$ cat src/rtl/tcm_arb_pkg.sv
// tcm_arb_pkg: owner ids and arbitration-mode constants shared by the TCM data-port arbiter
package tcm_arb_pkg;
    localparam logic OWNER_CPU = 1'b0;
    localparam logic OWNER_ACC = 1'b1;
    localparam int PRIO_RR = 0;
    localparam int PRIO_FIXED = 1;
endpackage

$ cat src/rtl/tcm_dport_arbiter_if.sv
// tcm_dport_arbiter_if: one TCM-style data-port bus (request fields out, accept/response back)
// master drives addr/data_wr/rd/wr/req_tag; slave drives accept/ack/error/resp_tag/data_rd
interface tcm_dport_arbiter_if;
    logic [31:0] addr;
    logic [31:0] data_wr;
    logic rd;
    logic [3:0] wr;
    logic [10:0] req_tag;
    logic accept;
    logic ack;
    logic error;
    logic [10:0] resp_tag;
    logic [31:0] data_rd;
    modport master(output addr, data_wr, rd, wr, req_tag, input accept, ack, error, resp_tag, data_rd);
    modport slave(input addr, data_wr, rd, wr, req_tag, output accept, ack, error, resp_tag, data_rd);
endinterface

$ cat src/rtl/tcm_arb_owner_fifo.sv
// tcm_arb_owner_fifo: 1-bit owner-id FIFO recording which requester issued each in-flight TCM request
// ports: clk_i/rst_i, push_i+din_i write, pop_i read, dout_o head, count_o/full_o/empty_o status
module tcm_arb_owner_fifo #(
    parameter int DEPTH = 4,
    parameter int W = 2
) (
    input  logic clk_i,
    input  logic rst_i,
    input  logic push_i,
    input  logic pop_i,
    input  logic din_i,
    output logic dout_o,
    output logic [W:0] count_o,
    output logic full_o,
    output logic empty_o
);
    logic [DEPTH-1:0] mem_q;
    logic [W-1:0] wr_q, rd_q;
    logic [W:0] cnt_q;
    always_ff @(posedge clk_i) begin
        if (rst_i) begin
            wr_q <= '0;
            rd_q <= '0;
            cnt_q <= '0;
        end else begin
            if (push_i) mem_q[wr_q] <= din_i;
            wr_q <= wr_q + W'(push_i);
            rd_q <= rd_q + W'(pop_i);
            cnt_q <= cnt_q + (W+1)'(push_i) - (W+1)'(pop_i);
        end
    end
    assign dout_o = mem_q[rd_q];
    assign count_o = cnt_q;
    assign full_o = cnt_q == (W+1)'(DEPTH);
    assign empty_o = cnt_q == '0;
endmodule

$ cat src/rtl/tcm_dport_arbiter.sv
// tcm_dport_arbiter: shares the TCM data port between the CPU dport path and the accelerator master
// ports: clk_i/rst_i; cpu_if/acc_if requester buses (slave); tcm_if TCM port (master);
//        outstanding_o in-flight count; unexp_ack_o sticky ack-with-nothing-outstanding flag
module tcm_dport_arbiter
    import tcm_arb_pkg::*;
#(
    parameter int OUTSTANDING = 4,
    parameter int OUTSTANDING_W = 2,
    parameter int PRIO_MODE = PRIO_RR,
    parameter int STARVE_MAX = 8
) (
    input  logic clk_i,
    input  logic rst_i,
    tcm_dport_arbiter_if.slave cpu_if,
    tcm_dport_arbiter_if.slave acc_if,
    tcm_dport_arbiter_if.master tcm_if,
    output logic [OUTSTANDING_W:0] outstanding_o,
    output logic unexp_ack_o
);
    localparam int SW = $clog2(STARVE_MAX + 1);
    localparam logic [SW-1:0] STARVE_LIM = SW'(STARVE_MAX);
    logic lock_q, lock_d, owner_lock_q, owner_lock_d, last_q, last_d, unexp_q, unexp_d;
    logic [SW-1:0] starve_q, starve_d;
    logic cpu_v, acc_v, sel, gnt, issue, pop, full, empty, head;
    tcm_arb_owner_fifo #(.DEPTH(OUTSTANDING), .W(OUTSTANDING_W)) u_fifo (
        .clk_i(clk_i),
        .rst_i(rst_i),
        .push_i(issue),
        .pop_i(pop),
        .din_i(sel),
        .dout_o(head),
        .count_o(outstanding_o),
        .full_o(full),
        .empty_o(empty)
    );
    always_ff @(posedge clk_i) begin
        if (rst_i) begin
            lock_q <= 1'b0;
            owner_lock_q <= OWNER_CPU;
            last_q <= OWNER_ACC;
            starve_q <= '0;
            unexp_q <= 1'b0;
        end else begin
            lock_q <= lock_d;
            owner_lock_q <= owner_lock_d;
            last_q <= last_d;
            starve_q <= starve_d;
            unexp_q <= unexp_d;
        end
    end
    always_comb begin
        cpu_v = cpu_if.rd | (|cpu_if.wr);
        acc_v = acc_if.rd | (|acc_if.wr);
        // a pending unaccepted grant pins the owner; otherwise ties go by mode
        sel = lock_q ? owner_lock_q
            : (cpu_v && acc_v) ? (PRIO_MODE == PRIO_FIXED ? (starve_q == STARVE_LIM ? OWNER_ACC : OWNER_CPU)
                                                          : (last_q == OWNER_CPU ? OWNER_ACC : OWNER_CPU))
            : (acc_v ? OWNER_ACC : OWNER_CPU);
        gnt = !full && !rst_i && (lock_q || cpu_v || acc_v);
        issue = gnt && tcm_if.accept;
        tcm_if.addr = sel == OWNER_ACC ? acc_if.addr : cpu_if.addr;
        tcm_if.data_wr = sel == OWNER_ACC ? acc_if.data_wr : cpu_if.data_wr;
        tcm_if.req_tag = sel == OWNER_ACC ? acc_if.req_tag : cpu_if.req_tag;
        tcm_if.rd = gnt && (sel == OWNER_ACC ? acc_if.rd : cpu_if.rd);
        tcm_if.wr = gnt ? (sel == OWNER_ACC ? acc_if.wr : cpu_if.wr) : 4'b0;
        cpu_if.accept = issue && sel == OWNER_CPU;
        acc_if.accept = issue && sel == OWNER_ACC;
        pop = tcm_if.ack && !empty && !rst_i;
        cpu_if.ack = pop && head == OWNER_CPU;
        acc_if.ack = pop && head == OWNER_ACC;
        cpu_if.error = tcm_if.error;
        acc_if.error = tcm_if.error;
        cpu_if.resp_tag = tcm_if.resp_tag;
        acc_if.resp_tag = tcm_if.resp_tag;
        cpu_if.data_rd = tcm_if.data_rd;
        acc_if.data_rd = tcm_if.data_rd;
        lock_d = gnt ? !tcm_if.accept : lock_q;
        owner_lock_d = gnt ? sel : owner_lock_q;
        last_d = issue ? sel : last_q;
        // saturating so a CPU lock while already starved cannot wrap past the limit
        starve_d = (issue && sel == OWNER_ACC) ? '0
                 : (acc_v && gnt && sel == OWNER_CPU && starve_q != STARVE_LIM) ? starve_q + SW'(1)
                 : starve_q;
        unexp_d = unexp_q | (tcm_if.ack && empty);
        unexp_ack_o = unexp_q;
    end
endmodule

$ cat src/flat_wrapper.sv
// flat-port wrapper written by rule: the top's interface ports become plain ports
module tcm_dport_arbiter_flat import tcm_arb_pkg::*;
#(
    parameter int OUTSTANDING = 4,
    parameter int OUTSTANDING_W = 2,
    parameter int PRIO_MODE = PRIO_RR,
    parameter int STARVE_MAX = 8
)
  (clk_i, rst_i, outstanding_o, unexp_ack_o, cpu_if_addr, cpu_if_data_wr, cpu_if_rd, cpu_if_wr, cpu_if_req_tag, cpu_if_accept, cpu_if_ack, cpu_if_error, cpu_if_resp_tag, cpu_if_data_rd, acc_if_addr, acc_if_data_wr, acc_if_rd, acc_if_wr, acc_if_req_tag, acc_if_accept, acc_if_ack, acc_if_error, acc_if_resp_tag, acc_if_data_rd, tcm_if_addr, tcm_if_data_wr, tcm_if_rd, tcm_if_wr, tcm_if_req_tag, tcm_if_accept, tcm_if_ack, tcm_if_error, tcm_if_resp_tag, tcm_if_data_rd);
  tcm_dport_arbiter_if cpu_if_i ();
  tcm_dport_arbiter_if acc_if_i ();
  tcm_dport_arbiter_if tcm_if_i ();
  input  logic clk_i;
  input  logic rst_i;
  output logic [OUTSTANDING_W:0] outstanding_o;
  output logic unexp_ack_o;
  input wire logic [$bits(cpu_if_i.addr)-1:0] cpu_if_addr;
  input wire logic [$bits(cpu_if_i.data_wr)-1:0] cpu_if_data_wr;
  input wire logic [$bits(cpu_if_i.rd)-1:0] cpu_if_rd;
  input wire logic [$bits(cpu_if_i.wr)-1:0] cpu_if_wr;
  input wire logic [$bits(cpu_if_i.req_tag)-1:0] cpu_if_req_tag;
  output wire logic [$bits(cpu_if_i.accept)-1:0] cpu_if_accept;
  output wire logic [$bits(cpu_if_i.ack)-1:0] cpu_if_ack;
  output wire logic [$bits(cpu_if_i.error)-1:0] cpu_if_error;
  output wire logic [$bits(cpu_if_i.resp_tag)-1:0] cpu_if_resp_tag;
  output wire logic [$bits(cpu_if_i.data_rd)-1:0] cpu_if_data_rd;
  input wire logic [$bits(acc_if_i.addr)-1:0] acc_if_addr;
  input wire logic [$bits(acc_if_i.data_wr)-1:0] acc_if_data_wr;
  input wire logic [$bits(acc_if_i.rd)-1:0] acc_if_rd;
  input wire logic [$bits(acc_if_i.wr)-1:0] acc_if_wr;
  input wire logic [$bits(acc_if_i.req_tag)-1:0] acc_if_req_tag;
  output wire logic [$bits(acc_if_i.accept)-1:0] acc_if_accept;
  output wire logic [$bits(acc_if_i.ack)-1:0] acc_if_ack;
  output wire logic [$bits(acc_if_i.error)-1:0] acc_if_error;
  output wire logic [$bits(acc_if_i.resp_tag)-1:0] acc_if_resp_tag;
  output wire logic [$bits(acc_if_i.data_rd)-1:0] acc_if_data_rd;
  output wire logic [$bits(tcm_if_i.addr)-1:0] tcm_if_addr;
  output wire logic [$bits(tcm_if_i.data_wr)-1:0] tcm_if_data_wr;
  output wire logic [$bits(tcm_if_i.rd)-1:0] tcm_if_rd;
  output wire logic [$bits(tcm_if_i.wr)-1:0] tcm_if_wr;
  output wire logic [$bits(tcm_if_i.req_tag)-1:0] tcm_if_req_tag;
  input wire logic [$bits(tcm_if_i.accept)-1:0] tcm_if_accept;
  input wire logic [$bits(tcm_if_i.ack)-1:0] tcm_if_ack;
  input wire logic [$bits(tcm_if_i.error)-1:0] tcm_if_error;
  input wire logic [$bits(tcm_if_i.resp_tag)-1:0] tcm_if_resp_tag;
  input wire logic [$bits(tcm_if_i.data_rd)-1:0] tcm_if_data_rd;
  assign cpu_if_i.addr = cpu_if_addr;
  assign cpu_if_i.data_wr = cpu_if_data_wr;
  assign cpu_if_i.rd = cpu_if_rd;
  assign cpu_if_i.wr = cpu_if_wr;
  assign cpu_if_i.req_tag = cpu_if_req_tag;
  assign cpu_if_accept = cpu_if_i.accept;
  assign cpu_if_ack = cpu_if_i.ack;
  assign cpu_if_error = cpu_if_i.error;
  assign cpu_if_resp_tag = cpu_if_i.resp_tag;
  assign cpu_if_data_rd = cpu_if_i.data_rd;
  assign acc_if_i.addr = acc_if_addr;
  assign acc_if_i.data_wr = acc_if_data_wr;
  assign acc_if_i.rd = acc_if_rd;
  assign acc_if_i.wr = acc_if_wr;
  assign acc_if_i.req_tag = acc_if_req_tag;
  assign acc_if_accept = acc_if_i.accept;
  assign acc_if_ack = acc_if_i.ack;
  assign acc_if_error = acc_if_i.error;
  assign acc_if_resp_tag = acc_if_i.resp_tag;
  assign acc_if_data_rd = acc_if_i.data_rd;
  assign tcm_if_addr = tcm_if_i.addr;
  assign tcm_if_data_wr = tcm_if_i.data_wr;
  assign tcm_if_rd = tcm_if_i.rd;
  assign tcm_if_wr = tcm_if_i.wr;
  assign tcm_if_req_tag = tcm_if_i.req_tag;
  assign tcm_if_i.accept = tcm_if_accept;
  assign tcm_if_i.ack = tcm_if_ack;
  assign tcm_if_i.error = tcm_if_error;
  assign tcm_if_i.resp_tag = tcm_if_resp_tag;
  assign tcm_if_i.data_rd = tcm_if_data_rd;
  tcm_dport_arbiter #(.OUTSTANDING(OUTSTANDING), .OUTSTANDING_W(OUTSTANDING_W), .PRIO_MODE(PRIO_MODE), .STARVE_MAX(STARVE_MAX)) u_core (.clk_i(clk_i), .rst_i(rst_i), .cpu_if(cpu_if_i), .acc_if(acc_if_i), .tcm_if(tcm_if_i), .outstanding_o(outstanding_o), .unexp_ack_o(unexp_ack_o));
endmodule
$ cat config.mk
export PLATFORM = sky130hd
export DESIGN_NAME = tcm_dport_arbiter_flat
export DESIGN_NICKNAME = d
export VERILOG_FILES = /design/src/rtl/tcm_arb_pkg.sv /design/src/rtl/tcm_dport_arbiter_if.sv /design/src/rtl/tcm_arb_owner_fifo.sv /design/src/rtl/tcm_dport_arbiter.sv /design/src/flat_wrapper.sv
export SDC_FILE = /design/constraint.sdc
export NUM_CORES = 1
export LEC_CHECK = 0
export CORE_AREA = 2 2 150 152
export CTS_BUF_LIST = sky130_fd_sc_hd__clkbuf_16
export DETAILED_ROUTE_END_ITERATION = 8
export DIE_AREA = 0 0 152 154
export GPL_TIMING_DRIVEN = 0
export PLACE_DENSITY = 0.58
export REMOVE_ABC_BUFFERS = 1
export SYNTH_ARGS = -nofsm -noshare
export SYNTH_HDL_FRONTEND = slang
export SYNTH_SLANG_ARGS = --single-unit
$ cat constraint.sdc
create_clock -name clk_i -period 3 [get_ports clk_i]
set_input_delay 0.3 -clock clk_i [delete_from_list [all_inputs] [get_ports clk_i]]
set_output_delay 0.3 -clock clk_i [all_outputs]
set_load 0.05 [all_outputs]
==> impl_metrics.toml <==
[setup_path]
critical_path.cell_chain = "clkdlybuf4s50_1 -> or4_4 -> o21ai_4 -> buf_12 -> nand2_8 -> mux2_2 -> clkdlybuf4s15_1"
type_of_the_worst_setup_path = "input port to primary output"
setup.worst_path.start = "cpu_if_wr[1]"
critical_path_slowest_stage_cell = "or4_4"
rr_startpoint = "u_core.lock_q"
worstPathRequired_ns = 2.70
worstPathArrival_ns = 2.60
worstPathBufferInverterCount = 3
worst_stage_delay_on_the_critical_path_ns = 0.58
worst-path-max-fanout = 10
worstSetupEndpointType = "primary output"
path_delay_family = "buffers and inverters"
worstSetupStartpointType = "input port"

[place]
detailedPlacementHpwl_mm = 11.8
area_after_dpl_um2 = 4560
io_buffers = 251
place.gp.congestion = 0.742

[die]
die_area_um2 = 23400
floorplan.initialDensity_pct = 11.2
ios = 384
fp.coreArea_um2 = 21700
num_rows = 54
die_y_um = 154
floorplan.die.width_um = 152

[layout]
fin_nets = 647
most_frequent_cells_in_the_layout = "169 x clkdlybuf4s50_1, 70 x clkbuf_2, 69 x mux2_2"
insertedDiodeCount = 0
design_area_um2 = 4520
final_common_cell = "clkdlybuf4s50_1"
flow.area_growth_from_synthesis_pct = 85.5
drive_above_1_share_pct = 42.0

[timing]
final-setup-viol-count = 0
tightestPinTransition_ns = 0.539
final.setup_skew_ns = 0.00168
fin_tns_setup_ns = 0
finalHoldViolations = 0
max_freq_mhz = 344
drv_slew = 0
slew_headroom_pct = 64.0
min_period_ns = 2.90
rsz_0062_raised_after_global_routing = "true"
layout_worst_path_cycle_share_pct = 96.8

[yosys]
synth_cells = 259
ys_seq_area_share_pct = 14.0
synth_top_cells_by_area = "mux2_2 32%, buf_4 29%, dfxtp_1 9.0%, edfxtp_1 4.9%, mux2_4 3.7%"
ys_ff_latch = 15
yosys.cell_types.count = 34
synth.cell_area_um2 = 2440
yosys_warnings = 0
average_instance_area_after_synthesis_um2 = 9.41
yosys_top_cell_area_share_pct = 31.9
synth_top_cell_by_area = "mux2_2"

[routing]
drtPass1Iterations = 4
routed_wire_length_per_instance_um = 22.3
totalWireLength_mm = 15.9
drc_errors = 0
dr.first_iter.drc_count = 204
antenna_violating_nets_remaining = 0
num_vias = 2700
post_drt_via_cell_ratio = 3.79

[global_routing]
largest_net_degree_at_the_start_of_global_routing = 21
antenna_found_initial = 0
global_route.peak_usage_layer = "met2"
grt_pass1_wl_mm = 21.0
globalRouteOverflowTotal = 0
grt_use_met1_pct = 13.6
grt_pass1_vias = 2847
grt.met3_usage_pct = 11.1
grt_use_met2_pct = 17.5
grt_resource_usage_total_pct = 12.4

[min_path]
worst_hold_path_type = "register to register"
worstHoldStart = "u_core.unexp_ack_o"

[status]
run_status = "finished clean"

[clocking]
cts_buffer_depth = 2
root_buffer = "clkbuf_16"
cts_tree = "yes"
cts_htree_levels = 1
cts_hold_repair.buffers = 0
path_clk_slew_ns = 0.05
cts_buffers = 3
clock_net_sink_count = 15
clkLatencyLatePin_ns = 0.25

[pwr]
p_per_area_nw_per_um2 = 653
total_leakage_power_nw = 1.79
max-vdd-ir-drop_uv = 195

[job]
drv.max_cap_violation_count = 0
stage by stage:
stage	hold WS [ns]	power, mW	worst slack (ns)	utilization, %	cells
floorplan	0.372	1.84	-0.0669	-	162
detailed placement	0.463	2.68	-0.980	21.0	693
CTS	0.475	2.95	-0.0496	21.6	704
global route	0.496	3.11	-0.0160	20.8	713
finish	0.474	2.95	0.0961	20.8	713
global placement	0.452	2.68	-0.972	21.0	693
where the power goes:
part | internal (mW) | total, mW | switching [mW]
Clock | 0.178 | 0.265 | 0.0866
Sequential | 0.251 | 0.284 | 0.0325
Combinational | 0.841 | 2.40 | 1.56
cells by family (layout without fill, tap and decap cells):
logic type / count (synthesis) / in the layout / synth area share [%]
fa+ha+maj: 5 / 5 / 2.88
compound gates: 19 / 19 / 4.83
flops: 15 / 15 / 14.0
buf+inv: 102 / 269 / 31.0
xor+xnor: 4 / 4 / 1.44
simple gates: 37 / 44 / 8.99
mux: 77 / 77 / 36.9
repair_timing:
action	CTS	global route
pin swaps	4	4
setup buffers	3	6
gates cloned	4	3
endpoints found under the setup margin	82	76
resized for setup	101	163
metal layers:
metal | up-vias | share of wire [%]
li1 | 1162 | -
met4 | 6 | 0.84
met1 | 1232 | 38
met2 | 286 | 41
met3 | 14 | 19
met5 | - | 1.7
final timing paths:
| check | slack [ns] | endpoint | cells after the start |
|---|---|---|---|
| setup / recovery | 0.1 | tcm_if_addr[28] | 7 |
| hold reg to reg | 0.47 | u_core.unexp_ack_o | 2 |
| setup reg to reg | 0.30 | u_core.u_fifo.count_o[2] | 11 |
| hold / removal | 0.47 | u_core.unexp_ack_o | 2 |
final cells by class:
type / instances / area (µm²)
Clock buffer: 3 / 75.1
Clock inverter: 1 / 5.00
Fill cell: 2427 / 17200
Inverter: 5 / 18.8
Multi-Input combinational cell: 149 / 1510
Sequential cell: 15 / 340
Tap cell: 280 / 350
Timing Repair Buffer: 260 / 2220
registers in the layout, summed over array words and instances, names as in the netlist:
register               count
u_core.owner_lock_q        1
u_core.last_q              1
u_core.u_fifo.rd_q         2
u_core.u_fifo.wr_q         2
u_core.unexp_ack_o         1
u_core.u_fifo.count_o      3
u_core.u_fifo.mem_q        4
u_core.lock_q              1
worst reg2reg max path: stages (launching register included):
cell and delay, ns:
dfxtp_1 0.33, or4_4 0.55, or2_2 0.33, o21a_4 0.23, inv_2 0.09, ha_1 0.23, inv_1 0.05, ha_1 0.12
inv_1 0.04, fa_1 0.37, xnor2_1 0.17, nor2_1 0.05
synth_stat cells:
cell type and n:
nand2_4 1, xor2_1 1, mux4_2 1, a211oi_1 1
fa_1 1, o21ai_1 1, ha_1 4, mux2_4 6
buf_8 1, nor2_1 8, and3_1 1, clkbuf_1 1
o22ai_1 1, or4_4 1, nand3_1 5, mux2i_1 1
a21oi_1 6, nand2b_1 3, o21ai_4 1, buf_4 94
buf_6 1, dfxtp_1 11, inv_1 5, nor3b_1 5
and2_1 1, or4_1 1, nor3_1 3, o21ai_0 6
or2_2 3, edfxtp_1 4, o21a_1 3, xnor2_1 3
nor2b_1 5, mux2_2 69
Note: power is estimated with default switching activity, not from simulation.
==> variant (same settings) <==
`OUTSTANDING_W` is set to 2 in 2 places; all go to 4.
--- a/src/rtl/tcm_dport_arbiter.sv
+++ b/src/rtl/tcm_dport_arbiter.sv
@@ -7,3 +7,3 @@
     parameter int OUTSTANDING = 4,
-    parameter int OUTSTANDING_W = 2,
+    parameter int OUTSTANDING_W = 4,
     parameter int PRIO_MODE = PRIO_RR,
--- a/src/flat_wrapper.sv
+++ b/src/flat_wrapper.sv
@@ -4,3 +4,3 @@
     parameter int OUTSTANDING = 4,
-    parameter int OUTSTANDING_W = 2,
+    parameter int OUTSTANDING_W = 4,
     parameter int PRIO_MODE = PRIO_RR,
Ports: changed (resized outstanding_o); port bits go from 384 to 386. The function was not compared with the original's and may differ.
==> variant against the unedited design <==
  * Clock power grew 4%
  * Wire length shrank 5.2%
  * First-iteration DRC count shrank 20%
  * Cell area grew 8.4%
  * Largest power group unchanged
  * Sequential cell count grew 4
  * Worst setup slack lost 0.023 ns
  * Critical endpoint is now tcm_if_data_wr[11]
  * Synthesized cell count grew 11%
  * Area after synthesis grew 12%
  * Cell count grew 2.4%
  * Total power grew 8.7%
==> variant: results (changes against the unedited design) <==
| Metric | Value |
|---|---|
| Sequential fraction of the synthesis area | `15.4% (+1.5 points)` |
| Layout cells sized above 1 | `20.9% (-21 points)` |
| Reg2Reg Depth | `12 (+1)` |
| Crit Path Max Fanout | `40 (+30)` |
| Clock root buffer | `clkbuf_16` |
| DR WL/cell | `20.7 um (-7.4%)` |
| R2R Setup Slk | `0.36 ns (+0.06 ns)` |
| Critical path launch point | `cpu_if_wr[0]` |
| DP HPWL | `12.2 mm (+3.7%)` |
| Starting DRT DRC Count | `164 (-20%)` |
| # fillers | `2,385 (-1.7%)` |
| Largest net degree at the start of global routing | `41 (+95%)` |
| Worst Hold Launch | `u_core.owner_lock_q$_SDFFE_PP0P_` |
| Nets | `669 (+3.4%)` |
| Fmax | `0.342 GHz (-0.79%)` |
| LEAKAGE | `2.04 nW (+14%)` |
| Inst Count DP | `724 (+4.5%)` |
| CP Data Arrival Time | `2.63 ns (+0.03 ns)` |
| Peak supply drop | `0.249 mV (+28%)` |
| Slowest CP cell | `clkdlybuf4s50_1` |
| GRT Util Overall | `12.1% (-0.33 points)` |
| Global-route wire length before repair | `20.8 mm (-0.82%)` |
| Vias in the first global route | `2,997 (+5.3%)` |
| Post-Syn Instances | `288 (+11%)` |
| Dominant synthesized flop cell | `dfxtp_1` |
| Post-Synth XOR/XNOR Area | `1.61% (+0.17 points)` |
| Top cells by count, synth | `90 x buf_4, 69 x mux2_2, 15 x dfxtp_1, 12 x nor2_1, 11 x inv_1` |
| Compound-Gate Fraction of Synth Area | `5.56% (+0.73 points)` |
| GPL Wtd Cong | `0.703 (-5.2%)` |
| Slew HR | `56.5% (-7.5 points)` |
| Post-DR vias/cell | `3.84 (+1.3%)` |
| CTS H-tree lvls | `1 (unchanged)` |
| Port Buf Inserts | `253 (+0.80%)` |
| Mux contribution to synthesized area | `33.4% (-3.5 points)` |
| Post-route cell area | `4900 um2 (+8.4%)` |
| Top cells by area, synth | `mux2_2 29%, buf_4 25%, dfxtp_1 11%` |
| Total CTS buffers | `3 (unchanged)` |
| Hold Path End | `u_core.owner_lock_q$_SDFFE_PP0P_` |
| Initial antenna violation count | `0 (unchanged)` |
| Yosys cell types | `40 (+18%)` |
| RR Endpoint | `u_core.u_fifo.count_o[4]$_SDFF_PP0_` |
| Drt pass-1 iters | `6 (+2)` |
| Setup WS pre-CTS | `-0.725 ns (+0.255 ns)` |
| DR DRC count | `0 (unchanged)` |
| Clk_skew | `0.00478 ns (+0.00310 ns)` |
| Status | `finished clean` |
| Yosys Warn Count | `0 (unchanged)` |
| Final hold slack | `0.474 ns (+0.0000790 ns)` |
| DP Area | `4840 um2 (+6.1%)` |
| Adder-Cell Fraction of Synth Area | `4.87% (+2.0 points)` |
| Slowest stage delay, CP | `0.55 ns (-0.03 ns)` |
| Vias | `2,801 (+3.7%)` |
| Largest register FFs | `5 (+1)` |
| Critical Path End | `tcm_if_data_wr[11]` |
==> variant: cell types whose count changed in the layout (fill, tap and decap cells not counted), sizes merged, moves of 4 or more <==
cell	before	now
dlygate4sd2	0	76
clkbuf	73	4
buf	13	1
clkdlybuf4s15	8	0
dlymetal6s2s	0	8
inv	5	11
ha	4	9
a21oi	6	10
dfxtp	11	15
nor2	8	12
nor3b	5	1
==> variant: report_power, final <==
group,switching [mW],internal (mW)
registers,0.0519,0.322
logic,1.62,0.941
clock network,0.0962,0.179
==> variant: critical path, delay by kind of cell <==
family          cells  cell delay, ns
compound gates      1            0.47
buf+inv             2            0.99
mux                 1            0.41
simple gates        2            0.40
==> variant: repair_timing <==
item / 4_1_cts / 5_1_grt
buffers inserted: 0 / 1
pin swaps: 1 / 4
cloned: 1 / 0
setup endpoints to repair: 88 / 8
resized for setup: 81 / 13
hold buffers: 0 / 0
==> variant: area by class of cell <==
| class | count | area share (%) |
|---|---|---|
| Timing Repair Buffer | 254 | 50.2 |
| Multi-Input combinational cell | 162 | 31.6 |
| Sequential cell | 19 | 8.58 |
| Tap cell | 280 | 7.15 |
| Clock buffer | 3 | 1.53 |
| Inverter | 11 | 0.843 |
| Clock inverter | 1 | 0.102 |
==> variant: kinds of logic after synthesis <==
group	Yosys count
AO/OA/AOI/OAI	23
multiplexers	78
flip-flops	19
AND/OR/NAND/NOR	45
adder cells (fa/ha/maj)	10
buffers and inverters	108
XOR/XNOR	5
==> variant: routing by layer <==
metal	vias up	global-route usage [%]	part of all wire, %	routed length [um]
li1	1230	-	-	-
met1	1277	14.6	41	6170
met2	270	16.9	41	6240
met3	18	8.65	16	2390
met4	6	2.14	0.99	150
met5	-	6.21	0.83	125
